File: config.mk
export PLATFORM = sky130hd
export DESIGN_NAME = snake_field_reader
export DESIGN_NICKNAME = d
export VERILOG_FILES = /design/src/rtl/snake_pkg.sv /design/src/rtl/snake_cell_query.sv /design/src/rtl/snake_field_reader.sv
export SDC_FILE = /design/constraint.sdc
export NUM_CORES = 2
export LEC_CHECK = 0
export CAP_MARGIN = 20
export CORE_AREA = 2 2 653 655
export CTS_CLUSTER_DIAMETER = 40
export DETAILED_ROUTE_END_ITERATION = 8
export DIE_AREA = 0 0 655 657
export PLACE_DENSITY = 0.38
export SYNTH_ARGS = -nofsm -noshare
export SYNTH_HDL_FRONTEND = slang
export SYNTH_SLANG_ARGS = --single-unit
File: constraint.sdc
create_clock -name clk -period 147.7 [get_ports clk]
set_input_delay 29.54 -clock clk [delete_from_list [all_inputs] [get_ports clk]]
set_output_delay 29.54 -clock clk [all_outputs]
set_load 0.03 [all_outputs]
File: src/rtl/snake_pkg.sv
// Shared definitions for the snake coordinate bus: cell codes, scan states,
// segment bit layout and small coordinate helpers.
package snake_pkg;

    // Segment layout on the packed bus, MSB first within each 16-bit slot.
    localparam int SEG_W = 16;
    localparam int X_OFS = 0;
    localparam int Y_OFS = 8;

    typedef enum logic [1:0] {
        ST_IDLE   = 2'd0,
        ST_SCAN   = 2'd1,
        ST_COMMIT = 2'd2
    } state_t;

    typedef enum logic [1:0] {
        CELL_EMPTY = 2'b00,
        CELL_BODY  = 2'b01,
        CELL_HEAD  = 2'b10,
        CELL_FOOD  = 2'b11
    } cell_t;

    typedef struct packed {
        logic [7:0] x;
        logic [7:0] y;
    } xy_t;

    function automatic xy_t seg_unpack(input logic [SEG_W-1:0] s);
        xy_t r;
        r.x = s[SEG_W-1-X_OFS -: 8];
        r.y = s[SEG_W-1-Y_OFS -: 8];
        return r;
    endfunction

    function automatic logic in_field(input xy_t p, input int sx, input int sy);
        return (int'(p.x) < sx) && (int'(p.y) < sy);
    endfunction

    function automatic int cell_idx(input xy_t p, input int sx);
        return int'(p.y) * sx + int'(p.x);
    endfunction

endpackage

File: src/rtl/snake_cell_query.sv
// Registered lookup of the front occupancy buffer, priority head > body > food > empty.
// Latency 1 cycle (q_rdy follows q_valid); no backpressure, one query per cycle.
module snake_cell_query
    import snake_pkg::*;
#(
    parameter int SIZE_X = 10,
    parameter int SIZE_Y = 10
) (
    input  logic                       clk,
    input  logic                       rst,
    input  logic                       q_valid,
    input  logic [7:0]                 q_x,
    input  logic [7:0]                 q_y,
    input  logic [SIZE_X*SIZE_Y-1:0]   front,
    input  xy_t                        head,
    input  xy_t                        food,
    input  logic                       food_vld,
    output logic [1:0]                 q_cell,
    output logic                       q_rdy
);

    localparam int CELLS = SIZE_X * SIZE_Y;
    localparam int IW    = $clog2(CELLS);

    xy_t            q_pt;
    logic [IW-1:0]  q_idx;
    cell_t          cell_nx;

    always_comb begin
        q_pt    = {q_x, q_y};
        q_idx   = IW'(cell_idx(q_pt, SIZE_X));
        cell_nx = CELL_EMPTY;
        // The head is always marked in the bitmap when in field, so occupancy gates it.
        if (in_field(q_pt, SIZE_X, SIZE_Y)) begin
            if (front[q_idx]) begin
                cell_nx = (q_pt == head) ? CELL_HEAD : CELL_BODY;
            end else if (food_vld && (q_pt == food)) begin
                cell_nx = CELL_FOOD;
            end
        end
    end

    always_ff @(posedge clk) begin
        if (!rst) begin
            q_rdy  <= 1'b0;
            q_cell <= CELL_EMPTY;
        end else begin
            q_rdy <= q_valid;
            if (q_valid) begin
                q_cell <= cell_nx;
            end
        end
    end

endmodule

File: src/rtl/snake_field_reader.sv
// Snapshots the snake bus on step, walks one segment per clock, commits flags and bitmap.
// Latency len_eff+2 cycles from step to done; step while busy is dropped, queries never stall.
module snake_field_reader
    import snake_pkg::*;
#(
    parameter int SIZE_X = 10,
    parameter int SIZE_Y = 10
) (
    input  logic                                 clk,
    input  logic                                 rst,
    input  logic                                 start,
    input  logic                                 step,
    input  logic [15:0]                          lengh,
    input  logic [0:SEG_W*SIZE_X*SIZE_Y-1]       snake_xy,
    input  logic [7:0]                           food_x,
    input  logic [7:0]                           food_y,
    output logic                                 busy,
    output logic                                 done,
    output logic                                 grow,
    output logic                                 wall_hit,
    output logic                                 self_hit,
    output logic                                 game_over,
    input  logic                                 q_valid,
    input  logic [7:0]                           q_x,
    input  logic [7:0]                           q_y,
    output logic [1:0]                           q_cell,
    output logic                                 q_rdy
);

    localparam int          CELLS   = SIZE_X * SIZE_Y;
    localparam int          IW      = $clog2(CELLS);
    localparam int          SW      = $clog2(SEG_W * CELLS);
    localparam logic [15:0] CELLS16 = 16'(CELLS);

    state_t                    state, state_nx;
    logic                      accept;
    logic                      scan_last;
    logic [15:0]               len_clamp;
    logic [15:0]               len_eff_r;
    logic [15:0]               k;
    logic [0:SEG_W*CELLS-1]    snap;
    logic [SW-1:0]             seg_base;
    xy_t                       seg;
    logic                      seg_in;
    logic [IW-1:0]             seg_idx;

    xy_t                       head_r, food_r, front_head, front_food;
    logic                      front_vld;
    logic [CELLS-1:0]          back, front;
    logic                      wall_n, self_n, food_n;

    always_comb begin
        len_clamp = (lengh > CELLS16) ? CELLS16 : lengh;
        scan_last = (k == len_eff_r - 16'd1);
        seg_base  = SW'(int'(k[IW-1:0]) * SEG_W);
        seg       = seg_unpack(snap[seg_base +: SEG_W]);
        seg_in    = in_field(seg, SIZE_X, SIZE_Y);
        seg_idx   = IW'(cell_idx(seg, SIZE_X));
    end

    always_comb begin
        state_nx = state;
        accept   = 1'b0;
        unique case (state)
            ST_IDLE: begin
                if (step) begin
                    accept   = 1'b1;
                    state_nx = (len_clamp != 16'd0) ? ST_SCAN : ST_COMMIT;
                end
            end
            ST_SCAN: begin
                if (scan_last) begin
                    state_nx = ST_COMMIT;
                end
            end
            ST_COMMIT: state_nx = ST_IDLE;
            default:   state_nx = ST_IDLE;
        endcase
    end

    always_ff @(posedge clk) begin
        if (!rst || start) begin
            state <= ST_IDLE;
        end else begin
            state <= state_nx;
        end
    end

    // The snapshot holds whatever was last latched; only k..len_eff-1 are ever read.
    always_ff @(posedge clk) begin
        if (accept) begin
            snap <= snake_xy;
        end
    end

    always_ff @(posedge clk) begin
        if (!rst || start) begin
            k          <= '0;
            len_eff_r  <= '0;
            back       <= '0;
            front      <= '0;
            head_r     <= '0;
            food_r     <= '0;
            front_head <= '0;
            front_food <= '0;
            front_vld  <= 1'b0;
            wall_n     <= 1'b0;
            self_n     <= 1'b0;
            food_n     <= 1'b0;
            busy       <= 1'b0;
            done       <= 1'b0;
            grow       <= 1'b0;
            wall_hit   <= 1'b0;
            self_hit   <= 1'b0;
            game_over  <= 1'b0;
        end else begin
            done <= 1'b0;
            grow <= 1'b0;
            unique case (state)
                ST_IDLE: begin
                    if (accept) begin
                        len_eff_r <= len_clamp;
                        food_r    <= {food_x, food_y};
                        back      <= '0;
                        k         <= '0;
                        wall_n    <= 1'b0;
                        self_n    <= 1'b0;
                        food_n    <= 1'b0;
                        busy      <= 1'b1;
                    end
                end
                ST_SCAN: begin
                    if (k == 16'd0) begin
                        head_r <= seg;
                        wall_n <= !seg_in;
                        food_n <= (seg == food_r);
                    end else begin
                        self_n <= self_n | (seg == head_r);
                    end
                    if (seg_in) begin
                        back[seg_idx] <= 1'b1;
                    end
                    k <= k + 16'd1;
                end
                ST_COMMIT: begin
                    front      <= back;
                    front_head <= head_r;
                    front_food <= food_r;
                    front_vld  <= 1'b1;
                    wall_hit   <= wall_n;
                    self_hit   <= self_n;
                    game_over  <= game_over | wall_n | self_n;
                    grow       <= food_n & ~wall_n;
                    done       <= 1'b1;
                    busy       <= 1'b0;
                end
                default: ;
            endcase
        end
    end

    snake_cell_query #(
        .SIZE_X (SIZE_X),
        .SIZE_Y (SIZE_Y)
    ) u_query (
        .clk      (clk),
        .rst      (rst),
        .q_valid  (q_valid),
        .q_x      (q_x),
        .q_y      (q_y),
        .front    (front),
        .head     (front_head),
        .food     (front_food),
        .food_vld (front_vld),
        .q_cell   (q_cell),
        .q_rdy    (q_rdy)
    );

endmodule

# After elaboration in Yosys (flattened, before gate mapping)
# Cells that the tools add are included.
[totals]
out_inout_bits = 9
mem_bits_ro = 0
n_memories = 0
latch_bits = 0
input_bits = 1653
ram_bits = 0
ff_bits = 1911
word_cells = 113
[op_classes]
multipliers = 2
shifts = 1
n_reduce_logical = 21
order_cmp = 8
div = 0
addsub = 4
bitwise_logic = 8
muxes = 30
eq_ne = 13
[ops]
columns = ["operator", "count"]
rows = [
  ["1600-bit by 12-bit indexed part select with 1601-bit output", 1],
  ["100-bit two-way mux", 2],
  ["100-bit one-hot mux with 2 select lines", 1],
  ["100-bit OR", 1],
  ["16-bit == test", 5],
  ["8-bit by 4-bit < comparator with 1-bit output, second input constant", 4],
  ["16-bit two-way mux", 2],
  ["16-bit one-hot mux with 2 select lines", 1],
  ["16-bit by 1-bit adder with 16-bit output, second input constant", 1],
  ["16-bit by 7-bit > comparator with 1-bit output, second input constant", 1],
  ["16-bit zero test", 1],
  ["7-bit by 8-bit < comparator with 1-bit output, second input constant", 2],
  ["8-bit by 3-bit multiplier with 6-bit output, second input constant", 2],
  ["16-bit nonzero test", 1],
  ["16-bit by 1-bit subtractor with 16-bit output, second input constant", 1],
  ["7-bit adder", 2],
  ["2-bit two-way mux", 7],
  ["2-bit != test, second input constant", 6],
  ["11-bit inverter with 12-bit output", 1],
  ["1-bit two-way mux", 10],
  ["2-bit AND reduction", 5],
  ["3-bit AND reduction", 3],
  ["1-bit one-hot mux with 2 select lines", 4],
  ["1-bit binary-select mux with 7-bit select", 1],
  ["other kinds (14)", 22],
]

# Logic depth before layout (Yosys ltp)
[logic_depth]
depth_word = 11
mapped_depth = 28
mapped_depth_nobuf = 19

# By module
# From an unflattened synthesis, not the netlist that was laid out.
[hier_totals]
cells_unflattened = 4277
area_unflattened_um2 = 75551.2
[modules_own_cells]
columns = ["mod", "instances", "cells_each", "seq_area_each_um2", "area_per_inst_um2"]
rows = [
  ["snake_field_reader", 1, 4114, 54212.0, 73775.8],
  ["snake_cell_query", 1, 163, 60.1, 1775.5],
]

# Worst setup path after synthesis
# OpenSTA, ideal clock, no wires.
[synth_timing]
path_type = "input-to-reg"
start = "in step"
end = "reg len_eff_r[6]"
path_buffers = 2
setup_time_ps = 2059
stages = 5
required_ps = 145641
arrival_time_ps = 73972
path_slack_ps = 71669
path_cell_list = "nand2_1 > inv_1 > clkbuf_1 > buf_1 > a211oi_1"
[synth_via]
elab_chain_len = 3
[synth_lines]
columns = ["element", "line_no", "rtl"]
rows = [
  ["start, declared", "snake_field_reader.sv:12", "input logic step,"],
  ["1-bit two-way mux", "snake_field_reader.sv:66", "if (step) begin"],
  ["1-bit two-way mux", "snake_field_reader.sv:64", "unique case (state)"],
  ["net accept", "snake_field_reader.sv:36", "logic accept;"],
  ["2-bit AND reduction (no source line)", "-", ""],
  ["end signal, assigned", "snake_field_reader.sv:122", "len_eff_r <= len_clamp;"],
  ["end, declared", "snake_field_reader.sv:39", "logic [15:0] len_eff_r;"],
]
# The timed path passes the listed nets, and every way through them passes these cells.
# A chain may end at the register's enable or synchronous reset.

# Final worst setup path
[layout_timing]
start = "in step"
end = "reg snap[521] (netlist bit) (enable)"
[layout_via]
elab_chain_len = 2
[layout_lines]
columns = ["element", "line_no", "rtl"]
rows = [
  ["1-bit two-way mux", "snake_field_reader.sv:66", ""],
  ["1-bit two-way mux", "snake_field_reader.sv:64", ""],
  ["end signal, assigned", "snake_field_reader.sv:92", "snap <= snake_xy;"],
  ["end, declared", "snake_field_reader.sv:41", "logic [0:SEG_W*CELLS-1] snap;"],
]
# No other way between the ends.

==> reports/results.txt <==
Core Region: 422800 sq um
CP max stage delay: 0.88 ns
CTS max path bufs: 4
Post-CTS Setup Inserts: 0
Vias in the first global route: 52.03k
Post-DP HPWL: 317700 um
Distinct cells, synth: 105
Die height: 657 um
Remaining global-route overflow: 0
R2R Path Start: k[0]
Leakage: 0.03673 uW
Number of flops mapped to enable cells by yosys: 1600
Max Clk Rate: 0.02933 GHz
Setup TNS: 0 ns
Yosys reg bits: 1911
Worst clock skew: 0.07115 ns
DRT iter0 DRCs: 3396
Most common cell after layout, fill and taps aside: clkdlybuf4s50_1
Final core area utilization: 26.41%
CTS tree: yes
Met2 WL post-DR: 215800 um
Clock Root Buffer: clkbuf_16
Min-delay src: front[71]
Post-synth net total: 5903
DR top layer: met5
Crit-path cells: clkdlybuf4s50_1 -> nand2_1 -> inv_8 -> buf_4 -> buf_4 -> buf_12 -> buf_4 -> buf_4
WL final: 402100 um
Critical path class: input port to flip-flop
Async S/R FF share, synth: 0%
Syn avg cell area: 17.87 sq um
Drc violations: 0
Via count: 49.35k
Num CTS Buffers: 362
Post-DR vias/cell: 4.052
Clk slew on worst S/H paths: 0.05 ns
WL/cell: 33.01 um
Clock Sinks: 1911
Hold_buf cts: 0
Commonest cells after routing, fill and taps aside: 1660 x clkdlybuf4s50_1, 1600 x edfxtp_1, 443 x nand2_1
Crit Path Max Fanout: 138
Initial Utilization: 17.86%
Nets: 7816
Slew Viols, Final: 0
# resized after CTS: 0
Crit-path most repeated cell: buf_4
Peak VDD IR: 0.01174 mV
# fillers: 43.35k
Initial antenna violation count: 344
Gpl congestion: 0.8078
CP Launch Type: input port
Std cell rows: 239
Critical Path AT: 34.63 ns
Hold slack final: 0.4518 ns
Post-route antenna net violation count: 0
Crit path launch: step
PwrDens: 14.15 nW/um^2
Cell Area, Synth: 75500 sq um
Setup Viol. Count Final: 0
Gr usage total: 18.16%
Register area share after synthesis: 71.88%
Synth warn: 0
Die footprint: 430300 sq um
Unrepaired setup endpoints after global routing: false
Insertion delay to the later sink of the worst-skew pair: 0.93 ns
Status: finished, final reports clean
First-pass GRT wire length: 514700 um
I/O Buffers: 1661
Tcrit/Tclk final: 23.09%
Drt first pass iters: 5
Crit-path leading delay family: buffers and inverters
H-Tree Level Count: 5
Share of layout cells above drive strength 1: 18.57%
Max_slew headroom: 19.11%
Die Span X: 655 um
Cells after synthesis: 4225
Crit. End Element: flip-flop
Largest area contributor in the netlist: edfxtp_1
Synth top area share: 63.64%
Critical path buffers and inverters: 7
Hold Path Class: flip-flop to flip-flop
Post-layout min period: 34.10 ns
Io pins: 1662
Metal3 WL: 24680 um
DRT met1 WL: 151200 um
Critical Path RT: 148.23 ns
Largest net degree at the start of global routing: 186
Area delta synth->final: 47.91%
Main flop type after synthesis: edfxtp_1
Slowest-stage cell, CP: buf_4
Fin. Hold Viols: 0
Least-Margin Pin Slew: 1.213 ns
Max-cap viol count: 0
Top cells by area, synth: edfxtp_1 64%, mux4_2 9.4%, dfxtp_1 8.2%, nand2_1 2.2%, mux2i_1 2.1%
-- report_power, final --
group / internal (uW) / total [uW] / switching (uW)
Clock: 533 / 841 / 307
Sequential: 621 / 630 / 9.37
Combinational: 57.6 / 109 / 51.7
Total: 1210 / 1580 / 368
-- registers in the layout, indices dropped and copies added, names as in the netlist, 2 cells and up --
name and cells:
food_r 16, front_food 16, head_r 16, front_head 16
len_eff_r 16, state 2, k 16, u_query.q_cell 2
back 100, snap 1600, front 100
-- cell usage after synthesis, drive strengths merged (21+ instances only) --
library cell  number
clkbuf           116
a22o             115
nor4              21
a22oi             61
xor2              53
nand2            446
mux2i            157
xnor2             49
edfxtp          1600
nand3             35
ha                21
o21ai             27
a21oi            220
nor2              83
mux2              47
nor3              28
nor2b             21
inv               26
nand4             21
buf              139
dfxtp            311
mux4             371
-- per-layer routing --
layer	up-vias	global-route usage, %
li1	21038	-
met1	25194	20.56
met2	2115	34.16
met3	851	4.289
met4	148	3.867
met5	-	0
-- worst register-to-register path, delay by kind of cell, from the launching register on --
family	cells	cell delay [ns]
AOI/OAI and AO/OA	6	2.19
muxes	1	0.47
and+or+nand+nor	2	0.68
DFF	1	0.66
buffers and inverters	6	2.66
adders and majority gates	4	1.24
xor gates and xnor gates	3	0.96
-- logic make-up after synthesis --
family                     share of synthesized area (%)
xor gates and xnor gates                           1.193
buffers and inverters                              2.305
adders and majority gates                         0.4541
AOI/OAI and AO/OA                                  5.499
DFF                                                71.88
and+or+nand+nor                                    4.532
muxes                                              14.13
-- metrics by stage --
step	instance area (sq um)	total power, uW	worst slack (ns)	std cells
CTS	111500	1604	113.69	12104
global placement	99000	750.7	112.76	11433
global route	111600	1633	113.33	12131
detailed placement	99030	752.1	112.67	11436
floorplan	75500	733.4	71.67	4225
finish	111700	1580	113.60	12178
-- final cells by class --
type	instances	area (sq um)	share of cell area [%]
multi-input combinational	2031	19730	17.66
clock inverter	267	3123	2.797
inverter	28	127.6	0.1143
clock buffer	401	9329	8.354
sequential	1911	54300	48.62
antenna	73	182.7	0.1636
timing repair buffer	1804	17800	15.94
tap	5663	7086	6.345
-- worst paths after layout --
path | endpoint | slack (ns) | cells past startpoint
max | snap[521] | 113.60 | 8
min | front[71] | 0.45 | 2
max reg2reg | back[79] | 138.77 | 22
min reg2reg | front[71] | 0.45 | 2
No activity file was read; power rests on OpenSTA's default activity.
